$ cat config.mk
export PLATFORM = sky130hd
export DESIGN_NAME = mem_req_ctrl_flat
export DESIGN_NICKNAME = d
export VERILOG_FILES = /design/src/rtl/mem_req_pkg.sv /design/src/rtl/mem_req_ctrl_if.sv /design/src/rtl/sat_counter.sv /design/src/rtl/mem_req_ctrl.sv /design/src/flat_wrapper.sv
export SDC_FILE = /design/constraint.sdc
export NUM_CORES = 1
export LEC_CHECK = 0
export ABC_AREA = 1
export CORE_MARGIN = 1
export CORE_UTILIZATION = 58
export DETAILED_ROUTE_END_ITERATION = 10
export DONT_BUFFER_PORTS = 1
export GPL_TIMING_DRIVEN = 1
export HOLD_SLACK_MARGIN = 0.1
export PLACE_DENSITY = 0.77
export SKIP_LAST_GASP = 1
export SLEW_MARGIN = 20
export SYNTH_ARGS = -nofsm -noshare
export SYNTH_HDL_FRONTEND = slang
export SYNTH_SLANG_ARGS = --single-unit
$ cat constraint.sdc
create_clock -name clk -period 1.6 [get_ports clk]
set_input_delay 0.16 -clock clk [delete_from_list [all_inputs] [get_ports clk]]
set_output_delay 0.16 -clock clk [all_outputs]
set_load 0.02 [all_outputs]
$ cat src/rtl/mem_req_pkg.sv
// Shared definitions for the memory request front-end: controller state
// encoding, default completion timeout, bus widths and the alignment rule.
package mem_req_pkg;

  typedef enum logic [1:0] {
    IDLE = 2'b00,
    BUSY = 2'b01,
    ERR  = 2'b10
  } state_e;

  localparam int DEFAULT_TIMEOUT = 64;
  localparam int ALIGN_BIT       = 0;
  localparam int ADDR_W          = 16;
  localparam int DATA_W          = 16;

  // A request is illegal when it asks for both load and store, or when the
  // address is not halfword aligned.
  function automatic logic is_illegal(input logic rd, input logic wr,
                                      input logic [ADDR_W-1:0] addr);
    return (rd & wr) | addr[ALIGN_BIT];
  endfunction

endpackage

$ cat src/rtl/mem_req_ctrl_if.sv
// Bus bundles around mem_req_ctrl.
//   mem_req_pipe_if  : pipeline memory stage <-> controller
//     req_rd/req_wr/req_addr/req_wdata (pipeline -> ctrl),
//     rd_data/done/pipe_stall/err      (ctrl -> pipeline)
//     master = pipeline, slave = controller
//   mem_req_cache_if : controller <-> cache
//     c_addr/c_data_in/c_rd/c_wr             (ctrl -> cache)
//     c_data_out/c_done/c_stall/c_hit/c_err  (cache -> ctrl)
//     master = controller, slave = cache
interface mem_req_pipe_if;
  import mem_req_pkg::*;
  logic              req_rd;
  logic              req_wr;
  logic [ADDR_W-1:0] req_addr;
  logic [DATA_W-1:0] req_wdata;
  logic [DATA_W-1:0] rd_data;
  logic              done;
  logic              pipe_stall;
  logic              err;

  modport master (output req_rd, req_wr, req_addr, req_wdata,
                  input  rd_data, done, pipe_stall, err);
  modport slave  (input  req_rd, req_wr, req_addr, req_wdata,
                  output rd_data, done, pipe_stall, err);
endinterface

interface mem_req_cache_if;
  import mem_req_pkg::*;
  logic [ADDR_W-1:0] c_addr;
  logic [DATA_W-1:0] c_data_in;
  logic              c_rd;
  logic              c_wr;
  logic [DATA_W-1:0] c_data_out;
  logic              c_done;
  logic              c_stall;
  logic              c_hit;
  logic              c_err;

  modport master (output c_addr, c_data_in, c_rd, c_wr,
                  input  c_data_out, c_done, c_stall, c_hit, c_err);
  modport slave  (input  c_addr, c_data_in, c_rd, c_wr,
                  output c_data_out, c_done, c_stall, c_hit, c_err);
endinterface

$ cat src/rtl/sat_counter.sv
// Saturating up-counter: sticks at all-ones, cleared only by rst.
//   clk, rst (sync, active-high), inc (count enable), count (W-bit value)
module sat_counter #(
  parameter int W = 16
) (
  input  logic         clk,
  input  logic         rst,
  input  logic         inc,
  output logic [W-1:0] count
);

  logic [W-1:0] count_r;

  // Count register with saturation at all-ones.
  always_ff @(posedge clk) begin
    if (rst) begin
      count_r <= '0;
    end else if (inc && (count_r != {W{1'b1}})) begin
      count_r <= count_r + W'(1);
    end else begin
      count_r <= count_r;
    end
  end

  assign count = count_r;

endmodule

$ cat src/rtl/mem_req_ctrl.sv
// Request front-end between the pipeline memory stage and the cache.
// Accepts one load/store at a time, rejects misaligned or rd&wr requests,
// holds the cache request stable across a multi-cycle miss, stalls the
// pipeline meanwhile, aborts with err after TIMEOUT_CYCLES busy cycles,
// and keeps saturating hit/miss completion counters.
//   clk, rst       : clock, synchronous active-high reset
//   pipe (slave)   : pipeline request / result bus
//   cache (master) : cache request / response bus (c_stall is not used)
//   hit_cnt        : saturating count of hit completions
//   miss_cnt       : saturating count of miss completions
module mem_req_ctrl
  import mem_req_pkg::*;
#(
  parameter int TIMEOUT_CYCLES = DEFAULT_TIMEOUT,
  parameter int CNT_W          = 16
) (
  input  logic             clk,
  input  logic             rst,
  mem_req_pipe_if.slave    pipe,
  mem_req_cache_if.master  cache,
  output logic [CNT_W-1:0] hit_cnt,
  output logic [CNT_W-1:0] miss_cnt
);

  localparam int               TMO_W    = (TIMEOUT_CYCLES > 2) ? $clog2(TIMEOUT_CYCLES) : 1;
  localparam logic [TMO_W-1:0] TMO_LAST = TMO_W'(TIMEOUT_CYCLES - 1);

  state_e            state_r, state_nxt_s;
  logic [TMO_W-1:0]  tmo_cnt_r, tmo_nxt_s;
  logic [ADDR_W-1:0] hold_addr_r;
  logic [DATA_W-1:0] hold_wdata_r, last_rdata_r;
  logic              hold_rd_r, hold_wr_r;

  logic              valid_s, illegal_s, capture_s, rd_done_s;
  logic              hit_inc_s, miss_inc_s;
  logic [ADDR_W-1:0] c_addr_s;
  logic [DATA_W-1:0] c_data_in_s;
  logic              c_rd_s, c_wr_s, done_s, err_s, stall_s;

  assign valid_s   = pipe.req_rd | pipe.req_wr;
  assign illegal_s = is_illegal(pipe.req_rd, pipe.req_wr, pipe.req_addr);

  // Next-state and raw output decode for the request FSM.
  always_comb begin
    state_nxt_s = state_r;
    tmo_nxt_s   = tmo_cnt_r;
    c_addr_s    = pipe.req_addr;
    c_data_in_s = pipe.req_wdata;
    c_rd_s      = 1'b0;
    c_wr_s      = 1'b0;
    done_s      = 1'b0;
    err_s       = 1'b0;
    stall_s     = 1'b0;
    capture_s   = 1'b0;
    rd_done_s   = 1'b0;
    hit_inc_s   = 1'b0;
    miss_inc_s  = 1'b0;
    case (state_r)
      IDLE: begin
        if (valid_s && illegal_s) begin
          // Rejected on the spot: never reaches the cache.
          done_s = 1'b1;
          err_s  = 1'b1;
        end else if (valid_s) begin
          c_rd_s    = pipe.req_rd;
          c_wr_s    = pipe.req_wr;
          capture_s = 1'b1;
          if (cache.c_err) begin
            done_s = 1'b1;
            err_s  = 1'b1;
          end else if (cache.c_done) begin
            done_s     = 1'b1;
            rd_done_s  = pipe.req_rd;
            hit_inc_s  = cache.c_hit;
            miss_inc_s = ~cache.c_hit;
          end else begin
            stall_s     = 1'b1;
            state_nxt_s = BUSY;
            tmo_nxt_s   = '0;
          end
        end else begin
          state_nxt_s = IDLE;
        end
      end
      BUSY: begin
        c_addr_s    = hold_addr_r;
        c_data_in_s = hold_wdata_r;
        c_rd_s      = hold_rd_r;
        c_wr_s      = hold_wr_r;
        if (cache.c_err) begin
          // Keep the pipeline frozen until the ERR cycle reports the abort.
          stall_s     = 1'b1;
          state_nxt_s = ERR;
          tmo_nxt_s   = '0;
        end else if (cache.c_done) begin
          done_s      = 1'b1;
          rd_done_s   = hold_rd_r;
          miss_inc_s  = 1'b1;
          state_nxt_s = IDLE;
          tmo_nxt_s   = '0;
        end else if (tmo_cnt_r == TMO_LAST) begin
          stall_s     = 1'b1;
          state_nxt_s = ERR;
          tmo_nxt_s   = '0;
        end else begin
          stall_s   = 1'b1;
          tmo_nxt_s = tmo_cnt_r + TMO_W'(1);
        end
      end
      ERR: begin
        c_addr_s    = hold_addr_r;
        c_data_in_s = hold_wdata_r;
        done_s      = 1'b1;
        err_s       = 1'b1;
        state_nxt_s = IDLE;
      end
      default: begin
        state_nxt_s = IDLE;
        tmo_nxt_s   = '0;
      end
    endcase
  end

  // State, timeout, hold and last-read registers.
  always_ff @(posedge clk) begin
    if (rst) begin
      state_r      <= IDLE;
      tmo_cnt_r    <= '0;
      hold_addr_r  <= '0;
      hold_wdata_r <= '0;
      hold_rd_r    <= 1'b0;
      hold_wr_r    <= 1'b0;
      last_rdata_r <= '0;
    end else begin
      state_r   <= state_nxt_s;
      tmo_cnt_r <= tmo_nxt_s;
      if (rd_done_s) begin
        last_rdata_r <= cache.c_data_out;
      end else begin
        last_rdata_r <= last_rdata_r;
      end
      if (capture_s) begin
        hold_addr_r  <= pipe.req_addr;
        hold_wdata_r <= pipe.req_wdata;
        hold_rd_r    <= pipe.req_rd;
        hold_wr_r    <= pipe.req_wr;
      end else if (state_r == ERR) begin
        hold_addr_r  <= '0;
        hold_wdata_r <= '0;
        hold_rd_r    <= 1'b0;
        hold_wr_r    <= 1'b0;
      end else begin
        hold_addr_r  <= hold_addr_r;
        hold_wdata_r <= hold_wdata_r;
        hold_rd_r    <= hold_rd_r;
        hold_wr_r    <= hold_wr_r;
      end
    end
  end

  // Control strobes are held low while reset is asserted, even mid-BUSY.
  assign cache.c_addr    = c_addr_s;
  assign cache.c_data_in = c_data_in_s;
  assign cache.c_rd      = c_rd_s  & ~rst;
  assign cache.c_wr      = c_wr_s  & ~rst;
  assign pipe.done       = done_s  & ~rst;
  assign pipe.err        = err_s   & ~rst;
  assign pipe.pipe_stall = stall_s & ~rst;
  assign pipe.rd_data    = (rd_done_s & ~rst) ? cache.c_data_out : last_rdata_r;

  sat_counter #(.W(CNT_W)) u_hit_cnt (
    .clk   (clk),
    .rst   (rst),
    .inc   (hit_inc_s & ~rst),
    .count (hit_cnt)
  );

  sat_counter #(.W(CNT_W)) u_miss_cnt (
    .clk   (clk),
    .rst   (rst),
    .inc   (miss_inc_s & ~rst),
    .count (miss_cnt)
  );

endmodule
$ cat src/flat_wrapper.sv
// flat-port wrapper written by rule: the top's interface ports become plain ports
module mem_req_ctrl_flat import mem_req_pkg::*;
#(
  parameter int TIMEOUT_CYCLES = DEFAULT_TIMEOUT,
  parameter int CNT_W          = 16
)
  (clk, rst, hit_cnt, miss_cnt, pipe_req_rd, pipe_req_wr, pipe_req_addr, pipe_req_wdata, pipe_rd_data, pipe_done, pipe_pipe_stall, pipe_err, cache_c_addr, cache_c_data_in, cache_c_rd, cache_c_wr, cache_c_data_out, cache_c_done, cache_c_stall, cache_c_hit, cache_c_err);
  mem_req_pipe_if pipe_i ();
  mem_req_cache_if cache_i ();
  input  logic clk;
  input  logic rst;
  output logic [CNT_W-1:0] hit_cnt;
  output logic [CNT_W-1:0] miss_cnt;
  input wire logic [$bits(pipe_i.req_rd)-1:0] pipe_req_rd;
  input wire logic [$bits(pipe_i.req_wr)-1:0] pipe_req_wr;
  input wire logic [$bits(pipe_i.req_addr)-1:0] pipe_req_addr;
  input wire logic [$bits(pipe_i.req_wdata)-1:0] pipe_req_wdata;
  output wire logic [$bits(pipe_i.rd_data)-1:0] pipe_rd_data;
  output wire logic [$bits(pipe_i.done)-1:0] pipe_done;
  output wire logic [$bits(pipe_i.pipe_stall)-1:0] pipe_pipe_stall;
  output wire logic [$bits(pipe_i.err)-1:0] pipe_err;
  output wire logic [$bits(cache_i.c_addr)-1:0] cache_c_addr;
  output wire logic [$bits(cache_i.c_data_in)-1:0] cache_c_data_in;
  output wire logic [$bits(cache_i.c_rd)-1:0] cache_c_rd;
  output wire logic [$bits(cache_i.c_wr)-1:0] cache_c_wr;
  input wire logic [$bits(cache_i.c_data_out)-1:0] cache_c_data_out;
  input wire logic [$bits(cache_i.c_done)-1:0] cache_c_done;
  input wire logic [$bits(cache_i.c_stall)-1:0] cache_c_stall;
  input wire logic [$bits(cache_i.c_hit)-1:0] cache_c_hit;
  input wire logic [$bits(cache_i.c_err)-1:0] cache_c_err;
  assign pipe_i.req_rd = pipe_req_rd;
  assign pipe_i.req_wr = pipe_req_wr;
  assign pipe_i.req_addr = pipe_req_addr;
  assign pipe_i.req_wdata = pipe_req_wdata;
  assign pipe_rd_data = pipe_i.rd_data;
  assign pipe_done = pipe_i.done;
  assign pipe_pipe_stall = pipe_i.pipe_stall;
  assign pipe_err = pipe_i.err;
  assign cache_c_addr = cache_i.c_addr;
  assign cache_c_data_in = cache_i.c_data_in;
  assign cache_c_rd = cache_i.c_rd;
  assign cache_c_wr = cache_i.c_wr;
  assign cache_i.c_data_out = cache_c_data_out;
  assign cache_i.c_done = cache_c_done;
  assign cache_i.c_stall = cache_c_stall;
  assign cache_i.c_hit = cache_c_hit;
  assign cache_i.c_err = cache_c_err;
  mem_req_ctrl #(.TIMEOUT_CYCLES(TIMEOUT_CYCLES), .CNT_W(CNT_W)) u_core (.clk(clk), .rst(rst), .pipe(pipe_i), .cache(cache_i), .hit_cnt(hit_cnt), .miss_cnt(miss_cnt));
endmodule
==> results of run 1 <==
-- synthesized netlist by cell type (all sizes together) --
library cell | instances | share of area (%)
dfxtp | 90 | 37
o21ai | 75 | 7.7
ha | 7 | 1.8
nand2 | 231 | 18
or2 | 1 | 0.13
nor3 | 8 | 0.92
clkinv | 1 | 0.077
buf | 19 | 2.8
xnor2 | 6 | 1.1
o21bai | 1 | 0.15
nor3b | 1 | 0.26
xor2 | 11 | 2.0
a221oi | 1 | 0.18
inv | 93 | 7.2
nand3 | 38 | 4.7
a311oi | 1 | 0.18
a21oi | 72 | 7.8
nand4 | 14 | 1.8
nor2 | 56 | 4.9
clkbuf | 15 | 1.2
-- logic make-up after synthesis --
logic type / after synthesis / share of synthesized area, %
simple gates: 349 / 31.0
compound gates: 150 / 16.0
buf+inv: 128 / 11.2
flops: 90 / 36.9
xor+xnor: 17 / 3.05
fa+ha+maj: 7 / 1.79
-- what timing repair did --
item	CTS
endpoints found under the hold margin	73
gates resized for setup	128
setup endpoints to repair	66
buffers inserted	19
pin swaps	29
hold buffers	16
cloned	8
-- layer usage --
metal | GRT overflow | GRT usage (%)
met5 | 0 | 9.62
met3 | 0 | 49.3
met2 | 0 | 91.4
met1 | 0 | 71.2
met4 | 2 | 74.1
-- per-stage QoR --
step	util (%)	std cells	hold WS (ps)	area (µm²)	worst slack [ps]
after floorplan	-	741	307	5050	-40.2
after global placement	68.7	888	227	5620	-7.88
after detailed placement	68.7	888	227	5620	-91.0
after CTS	85.3	947	-156	6970	-400
==> impl_metrics.yaml, run 1 <==
status:
  status: "did not finish"
  failing_step: "5_1_grt"
  error_line: "[ERROR GRT-0232] Routing congestion too high. Check the congestion heatmap in the GUI."
synth:
  ys_warn_count: 0
  synth_area_per_cell_um2: 6.59
  syn-num-nets: 804
  syn_area_um2: 4880
  synth_seq_cells: 90
  ys_types: 33
  ys_seq_area_share_pct: 36.9
  synthCells: 741
die:
  die_x_um: 93.7
  initial_core_util_pct: 59.7
  ios: 141
  die_height_um: 93.7
  num_rows: 33
clocking:
  cts.sinks: 90
  cts_buffers: 9
  clock_path_buffers: 2
  clockRootBuffer: "clkbuf_8"
  htree_num_levels: 3
sta:
  grt_worst_setup_endpoint: "pipe_rd_data[1]"
  endpoint_type: "output port"
placed_design:
  place_hpwl_um: 8710
  portBuffers: 0
  gp_congestion: 0.864
global_route:
  track_usage_pct: 71.0
  grt_max_degree: 65
  overflow: 2
==> inputs of run 2 (changes only) <==
--- a/config.mk
+++ b/config.mk
@@ -7,12 +7,11 @@
 export LEC_CHECK = 0
 export ABC_AREA = 1
 export CORE_MARGIN = 1
-export CORE_UTILIZATION = 58
+export CORE_UTILIZATION = 40
 export DETAILED_ROUTE_END_ITERATION = 10
 export DONT_BUFFER_PORTS = 1
 export GPL_TIMING_DRIVEN = 1
-export HOLD_SLACK_MARGIN = 0.1
-export PLACE_DENSITY = 0.77
+export PLACE_DENSITY_LB_ADDON = 0.15
 export SKIP_LAST_GASP = 1
 export SLEW_MARGIN = 20
 export SYNTH_ARGS = -nofsm -noshare
==> constraint.sdc (replaced) <==
create_clock -name clk -period 2.1 [get_ports clk]
set_input_delay 0.21 -clock clk [delete_from_list [all_inputs] [get_ports clk]]
set_output_delay 0.21 -clock clk [all_outputs]
set_load 0.02 [all_outputs]
==> impl_metrics.yaml, run 2 <==
sta:
  max_freq_ghz: 0.482
  worst_pin_slew_ps: 569
  worst_slack_ps: 25.1
  skew_ps: 5.68
  max_slew_margin_pct: 62.0
  finalHoldViolations: 0
  slew_viol_final: 0
  setup_viol: 0
  finalCriticalPeriod_ps: 2070
  period_share_pct: 98.8
  rsz0062_at_grt: "true"
synth:
  ys_warn_count: 0
  synthCells: 741
  yosysMostFrequentCell: "nand2_1"
  ys_types: 33
  syn-num-nets: 804
  syn_area_um2: 4880
  synth-edff-count: 0
  synth_area_per_cell_um2: 6.59
  yosys.area.top_type: "dfxtp_1"
  synthFlopType: "dfxtp_1"
  synthTopCellsByArea: "dfxtp_1 (37%), nand2_1 (17%), o21ai_0 (6.9%)"
  netlist_top_cells_count: "nand2_1 (226), dfxtp_1 (90), inv_1 (88), o21ai_0 (67), a21oi_1 (66)"
  synthArstFlopShare_pct: 0
  ys_seq_area_share_pct: 36.9
  yosysTopAreaCellShare_pct: 36.9
  synth_seq_cells: 90
finish:
  drive_above_1_share_pct: 18.5
  final_common_cell: "nand2_1"
  n_antenna_cell: 0
  syn_to_final_growth_pct: 28.6
  mostFrequentLayoutCells: "nand2_1 (224), dfxtp_1 (88), inv_1 (85)"
  utilization_pct: 53.8
  final_area_um2: 6280
  nets: 891
die:
  die_x_um: 112
  num_rows: 39
  initial_core_util_pct: 41.9
  ios: 141
  core_um2: 11700
  die_height_um: 112
  die_area_um2: 12600
worst_hold_path:
  hp-class: "input port to flip-flop"
worst_setup_path:
  cp_data_arrival_time_ps: 1860
  path_delay_family: "buffers and inverters"
  path_cells: "inv_4, ha_4, nand3_4, nor2_4, inv_2, nand2_4, nand3_4, buf_12, o21ai_1, buf_4"
  cp_slowest_cell: "dfxtp_4"
  cp_num_buf_inv: 4
  critical_path_class: "flip-flop to primary output"
  cp_max_fo: 12
  ff2ff_setup_slack_ps: 140
  critPathRequiredTime_ps: 1890
  end_kind: "primary output"
  cpMostUsedCell: "nand3_4"
  setup.worst_path.start_class: "flip-flop"
  max_stage_delay_ps: 370
routing:
  avgViaCountPerCell: 5.07
  ant_nets: 0
  wl_um: 12900
  route.detailed.drc: 0
  drt_iter0_drc: 308
  vias: 4944
  wl_per_cell_um: 13.2
  first_pass_iters: 4
power_and_ir_drop:
  peakVddDrop_mv: 0.619
  power_density_nw_per_um2: 998
  leakage_uw: 0.00260
global_route:
  track_usage_pct: 20.8
  overflow: 0
  grt_max_degree: 65
  grt_pass1_wl_um: 21300
  antenna_found_initial: 0
  grt_pass1_vias: 4621
clocking:
  worst_skew_pair.late_latency_ps: 340
  clock_path_buffers: 2
  clockRootBuffer: "clkbuf_16"
  cts.sinks: 90
  cts.reportedPaths.clkPinSlew_ps: 60
  cts_buffers: 9
  htree_num_levels: 3
  cts_tree: "built"
placed_design:
  detailed_place.area_um2: 5490
  gp_congestion: 0.816
  portBuffers: 0
  dp_slack_ps: 117
  place_hpwl_um: 8340
run:
  drv_cap: 0
status:
  status: "completed"
## run 2: per-stage QoR
step                setup TNS [ps]  total power [µW]  hold slack (ps)  std cells
floorplan                        0              3440              357        741
global placement                 0              4270              284        928
detailed placement               0              4300              286        928
global route                  -632              6640             7.82        976
CTS                           -456              6250            0.236        973
finish                           0              6270             13.7        976
## run 2: final timing paths
path / cells past startpoint / end / startpoint
worst max-delay path: 10 / pipe_rd_data[0] / u_core.state_r[0]
worst min-delay path: 2 / u_core.hold_wdata_r[8] / pipe_req_wdata[8]
worst max register to register: 12 / u_core.tmo_cnt_r[5] / u_core.state_r[0]
worst min register to register: 2 / u_core.hold_addr_r[0] / u_core.hold_addr_r[0]
## run 2: logic make-up after synthesis
logic type / synth area share [%]
XOR/XNOR: 3.05
flip-flops: 36.9
adder cells (fa/ha/maj): 1.79
buffers and inverters: 11.2
AND/OR/NAND/NOR: 31.0
AO/OA/AOI/OAI: 16.0
## run 2: per-layer routing
| metal | vias to the layer above | track usage, % | part of all wire (%) |
|---|---|---|---|
| li1 | 2523 | - | - |
| met1 | 2258 | 24.0 | 43 |
| met2 | 138 | 35.1 | 49 |
| met3 | 25 | 7.02 | 6.9 |
| met4 | 0 | 8.71 | 1.8 |
| met5 | - | 0 | 0 |
## run 2: cell type report
type	count	area (µm²)
Multi-Input combinational cell	523	2620
Sequential cell	90	1810
Inverter	94	360
Tap cell	143	179
Timing Repair Buffer	110	993
Clock buffer	15	288
Fill cell	1165	5380
Clock inverter	1	30.0
## run 2: power by group
group          internal [µW]  leakage (µW)  total, µW  switching (µW)
Sequential              1850      0.000730       1940            88.7
Clock                   1050      0.000156       1710             659
Combinational           1010       0.00172       2620            1610
## run 2: repair_timing
item                                    4_1_cts  5_1_grt
endpoints found under the setup margin       17       17
hold buffers                                 19        0
resized for setup                            21       14
cloned                                        3        0
buffers inserted                              7        4
endpoints found under the hold margin        57        0
pin swaps                                     3        3
Power figures use the tool's default switching activity.
==> inputs of run 3 (changes only) <==
==> constraint.sdc (replaced) <==
create_clock -name clk -period 2.1 [get_ports clk]
set_input_delay 0.21 -clock clk [delete_from_list [all_inputs] [get_ports clk]]
set_output_delay 0.21 -clock clk [all_outputs]
set_load 0.1 [all_outputs]
==> impl_metrics.yaml, run 3 (synthesized netlist as in run 2, its figures left out) <==
sta:
  skew_ps: 9.49
  max_slew_margin_pct: 52.0
  setup_viol: 16
  period_share_pct: 106
  slew_viol_final: 0
  finalHoldViolations: 55
  rsz0062_at_grt: "true"
  worst_pin_slew_ps: 718
  holdWs_ps: -75.0
  max_freq_ghz: 0.451
  fin_tns_setup_ps: -946
  worst_slack_ps: -118
  finalCriticalPeriod_ps: 2220
worst_setup_path:
  worstReg2RegStart: "u_core.state_r[0]"
  cp_slowest_cell: "dfxtp_4"
  cp_data_arrival_time_ps: 2010
  critPathRequiredTime_ps: 1890
  cp_num_buf_inv: 5
  crit_cells: 11
  ff2ff_setup_slack_ps: 40
  max_stage_delay_ps: 370
  path_cells: "inv_4, ha_4, nand3_4, nor2_4, inv_2, nand2_4, nand3_4, buf_12, clkbuf_16, o21ai_4, buf_12"
  setup.worst_path.start_class: "flip-flop"
  worst_r2r_path_depth: 10
  end_kind: "primary output"
  critical_path_class: "flip-flop to primary output"
  path_delay_family: "buffers and inverters"
  cp_max_fo: 6
  crit-reg2reg-capture: "u_core.hold_wdata_r[15]"
power_and_ir_drop:
  peakVddDrop_mv: 0.786
  leakage_uw: 0.00288
  p_sw_share_pct: 52.5
  comb_power_share_pct: 60.1
  p_seq_share_pct: 20.2
  power_density_nw_per_um2: 1340
  p_sw_uw: 5030
  p_int_uw: 4550
  power_frac_clock_pct: 19.8
finish:
  drive_above_1_share_pct: 28.8
  nets: 887
  multi_input_area_um2: 3210
  n_antenna_cell: 0
  final_common_cell: "nand2_1"
  final_area_um2: 7170
  nFillCells: 1002
  regArea_um2: 1820
  syn_to_final_growth_pct: 46.9
  mostFrequentLayoutCells: "nand2_1 (213), inv_1 (84), dfxtp_1 (78)"
status:
  violations: "negative hold slack, negative setup slack"
  status: "finished with violations"
placed_design:
  gp_congestion: 0.798
  portBuffers: 0
  detailed_place.area_um2: 6370
  place_hpwl_um: 9050
clocking:
  cts.sinks: 90
  cts_hold_buf: 2
  cts_buffers: 9
  clock_path_buffers: 2
  htree_num_levels: 3
  clockRootBuffer: "clkbuf_16"
  worst_skew_pair.late_latency_ps: 340
  cts.reportedPaths.clkPinSlew_ps: 70
  cts_tree: "built"
routing:
  ant_nets: 0
  vias: 4978
  wl_um: 13500
  avgViaCountPerCell: 5.12
  wl_per_cell_um: 13.8
  route.detailed.drc: 0
  first_pass_iters: 4
  drt_iter0_drc: 265
run:
  drv_cap: 0
global_route:
  antenna_found_initial: 0
  grt_pass1_vias: 4665
  overflow: 0
  track_usage_pct: 21.5
  grt_pass1_wl_um: 22000
  grt_max_degree: 65
worst_hold_path:
  worstHoldPathCells: 1
  hp-class: "input port to flip-flop"
  whs_endpoint: "u_core.u_hit_cnt.count[2]"
  hp-start: "rst"
die:
  num_rows: 39
  die_area_um2: 12600
  die_height_um: 112
  die_x_um: 112
  initial_core_util_pct: 41.9
  core_um2: 11700
  ios: 141
run 3: how the worst max path moves through the flow:
stage                 startpoint                to  slack [ps]
2_1_floorplan  u_core.state_r[0]  pipe_rd_data[11]        -270
3_3_place_gp   u_core.state_r[0]  pipe_rd_data[10]         150
3_5_place_dp   u_core.state_r[0]   pipe_rd_data[1]          90
4_1_cts        u_core.state_r[1]   pipe_rd_data[3]        -130
5_1_grt        u_core.state_r[0]  pipe_rd_data[10]        -210
6_report       u_core.state_r[0]  pipe_rd_data[10]        -120
run 3: worst reg2reg max path, cell delays in order, from the launching register on:
cell and delay (ps):
dfxtp_4 370, inv_4 60, ha_4 140, nand3_4 80
buf_4 140, buf_4 140, nor2_4 120, buf_12 190
nand2_1 70, a21oi_1 140, dlygate4sd3_1 560
run 3: final cells by class:
type	instances	area share, %
Clock buffer	10	3.33
Clock inverter	6	1.57
Inverter	94	4.99
Multi-Input combinational cell	523	44.7
Sequential cell	90	25.4
Tap cell	143	2.49
Timing Repair Buffer	106	17.5
run 3: what timing repair did:
| action | 4_1_cts | 5_1_grt |
|---|---|---|
| setup buffers | 9 | 6 |
| pin swaps | 7 | 13 |
| hold endpoints to repair | 57 | 55 |
| resized for setup | 23 | 22 |
| cloned | 5 | 1 |
| setup endpoints to repair | 45 | 34 |
run 3: power by group through the flow:
stage / registers [µW] / clock network (µW) / logic, µW
floorplan: 1960 / 0 / 4440
global placement: 1940 / 0 / 5380
detailed placement: 1950 / 0 / 5440
CTS: 1920 / 1930 / 5640
global route: 1950 / 2000 / 5990
finish: 1930 / 1890 / 5760
run 3: metal layers:
metal  global-route usage (%)  routed length (µm)  vias up
met5                        0                   0        -
met3                     3.78                 503       19
li1                         -                   -     2531
met1                     26.2                5910     2326
met4                     7.64                 263        0
met2                     37.9                6780      102
run 3: stage by stage:
stage          util [%]  setup slack [ps]  total power (µW)  std cells  hold WS (ps)
3_5_place_dp       54.6              88.2              7390        933           273
5_1_grt            61.5              -206              9940        972         -94.2
6_report           61.5              -118              9580        972         -75.0
2_1_floorplan         -              -273              6400        741           357
3_3_place_gp       54.6               147              7320        933           272
4_1_cts            60.2              -131              9490        965         -96.8
==> inputs of run 4 (changes only) <==
--- a/config.mk
+++ b/config.mk
@@ -6,11 +6,14 @@
 export NUM_CORES = 1
 export LEC_CHECK = 0
 export ABC_AREA = 1
+export ABC_CLOCK_PERIOD_IN_PS = 2100
 export CORE_MARGIN = 1
 export CORE_UTILIZATION = 40
 export DETAILED_ROUTE_END_ITERATION = 10
 export DONT_BUFFER_PORTS = 1
 export GPL_TIMING_DRIVEN = 1
+export HOLD_SLACK_MARGIN = 0.05
+export MAX_ROUTING_LAYER = met4
 export PLACE_DENSITY_LB_ADDON = 0.15
 export SKIP_LAST_GASP = 1
 export SLEW_MARGIN = 20
==> impl_metrics.yaml, run 4 (synthesized netlist as in run 2, its figures left out) <==
status:
  status: "finished with violations"
  violations: "negative hold slack, negative setup slack"
worst_setup_path:
  cp_slowest_cell: "dfxtp_4"
  crit-reg2reg-capture: "u_core.hold_wdata_r[15]"
  critical_path_class: "flip-flop to primary output"
  cp-startpoint: "u_core.state_r[0]"
  max_stage_delay_ps: 370
  ff2ff_setup_slack_ps: 40
  end_kind: "primary output"
  worstReg2RegStart: "u_core.state_r[0]"
  critPathRequiredTime_ps: 1890
  cp_data_arrival_time_ps: 2010
  worst_r2r_path_depth: 10
  setup.worst_path.start_class: "flip-flop"
  path_cells: "inv_4, ha_4, nand3_4, nor2_4, inv_2, nand2_4, nand3_4, buf_12, clkbuf_16, o21ai_4, buf_12"
  cp_max_fo: 6
clocking:
  cts.reportedPaths.clkPinSlew_ps: 70
  cts_buffers: 9
  worst_skew_pair.late_latency_ps: 340
  clockRootBuffer: "clkbuf_16"
  htree_num_levels: 3
  cts_hold_buf: 2
  cts_tree: "built"
  clock_path_buffers: 2
  cts.sinks: 90
finish:
  n_antenna_cell: 0
  finalNonFillerCells: 972
  drive_above_1_share_pct: 28.8
  final_common_cell: "nand2_1"
  nets: 887
  mostFrequentLayoutCells: "nand2_1 (213), inv_1 (84), dfxtp_1 (78)"
  syn_to_final_growth_pct: 46.9
  utilization_pct: 61.5
worst_hold_path:
  worstHoldPathCells: 1
  hp-start: "rst"
  hp-class: "input port to flip-flop"
  whs_endpoint: "u_core.u_hit_cnt.count[2]"
routing:
  first_pass_iters: 4
  route.detailed.drc: 0
  vias: 4967
  ant_nets: 0
  wl_um: 13500
  drt_iter0_drc: 274
  wl_per_cell_um: 13.9
  avgViaCountPerCell: 5.11
die:
  die_area_um2: 12600
  die_x_um: 112
  num_rows: 39
  core_um2: 11700
  die_height_um: 112
  ios: 141
  initial_core_util_pct: 41.9
global_route:
  antenna_found_initial: 0
  grt_pass1_wl_um: 22000
  track_usage_pct: 22.2
  grt_pass1_vias: 4658
  overflow: 0
  grt_max_degree: 65
sta:
  worst_slack_ps: -119
  skew_ps: 9.56
  slew_viol_final: 0
  holdWs_ps: -72.2
  max_freq_ghz: 0.451
  worst_pin_slew_ps: 717
  max_slew_margin_pct: 52.0
  fin_tns_setup_ps: -978
  finalCriticalPeriod_ps: 2220
  rsz0062_at_grt: "true"
  setup_viol: 16
  period_share_pct: 106
  finalHoldViolations: 55
power_and_ir_drop:
  leakage_uw: 0.00288
  power_density_nw_per_um2: 1340
  design_power_total_uw: 9580
  peakVddDrop_mv: 0.786
run:
  drv_cap: 0
placed_design:
  gp_congestion: 0.809
  place_hpwl_um: 9050
  dp_cells: 933
  portBuffers: 0
[run 4: cell counts in the layout (fill, tap and decap cells not counted)]
No cell type changed its count.
[run 4: timing repair]
action                                  in CTS  in global routing
setup buffers                                9                  6
endpoints found under the setup margin      45                 34
cloned                                       5                  1
hold endpoints to repair                    57                 55
resized for setup                           23                 22
pin swaps                                    7                 13
[run 4: layout make-up]
| type | instances | area [µm²] |
|---|---|---|
| repair buffers | 106 | 1250 |
| well taps | 143 | 179 |
| inverters | 94 | 358 |
| clock buffers | 10 | 239 |
| multi-input cells | 523 | 3210 |
| fillers | 1002 | 4490 |
| clock inverters | 6 | 113 |
| flip-flops and latches | 90 | 1820 |
[run 4: critical path: cells and delay by family (launching register included)]
kind | cells | cell delay [ps]
compound gates | 1 | 170
fa+ha+maj | 1 | 140
buf+inv | 5 | 630
flops | 1 | 370
simple gates | 4 | 330
[run 4: worst max-delay path by stage]
stage	endpoint	slack, ps	depth (start not counted)
global placement	pipe_rd_data[10]	150	11
CTS	pipe_rd_data[3]	-130	11
floorplan	pipe_rd_data[11]	-270	10
detailed placement	pipe_rd_data[1]	90	11
global route	pipe_rd_data[10]	-210	11
finish	pipe_rd_data[10]	-120	11
[run 4: power breakdown]
group / switching [µW] / internal (µW) / leakage, µW
clock: 695 / 1200 / 0.000173
sequential: 86.4 / 1850 / 0.000735
combinational: 4250 / 1510 / 0.00197
[run 4: through the flow]
step,hold WS [ps],setup WS [ps],instance area (µm²)
2_1_floorplan,357,-273,5460
3_5_place_dp,273,88.2,6370
4_1_cts,-96.8,-131,7020
3_3_place_gp,272,147,6370
6_report,-72.2,-119,7170
5_1_grt,-94.2,-206,7170
[run 4: layer usage]
metal / share of wire [%] / global-route usage, % / vias to the layer above
met1: 44 / 26.2 / 2313
met2: 50 / 38.0 / 106
met4: 1.9 / 7.64 / 0
met5: 0 / - / -
li1: - / - / 2527
met3: 3.9 / 3.67 / 21
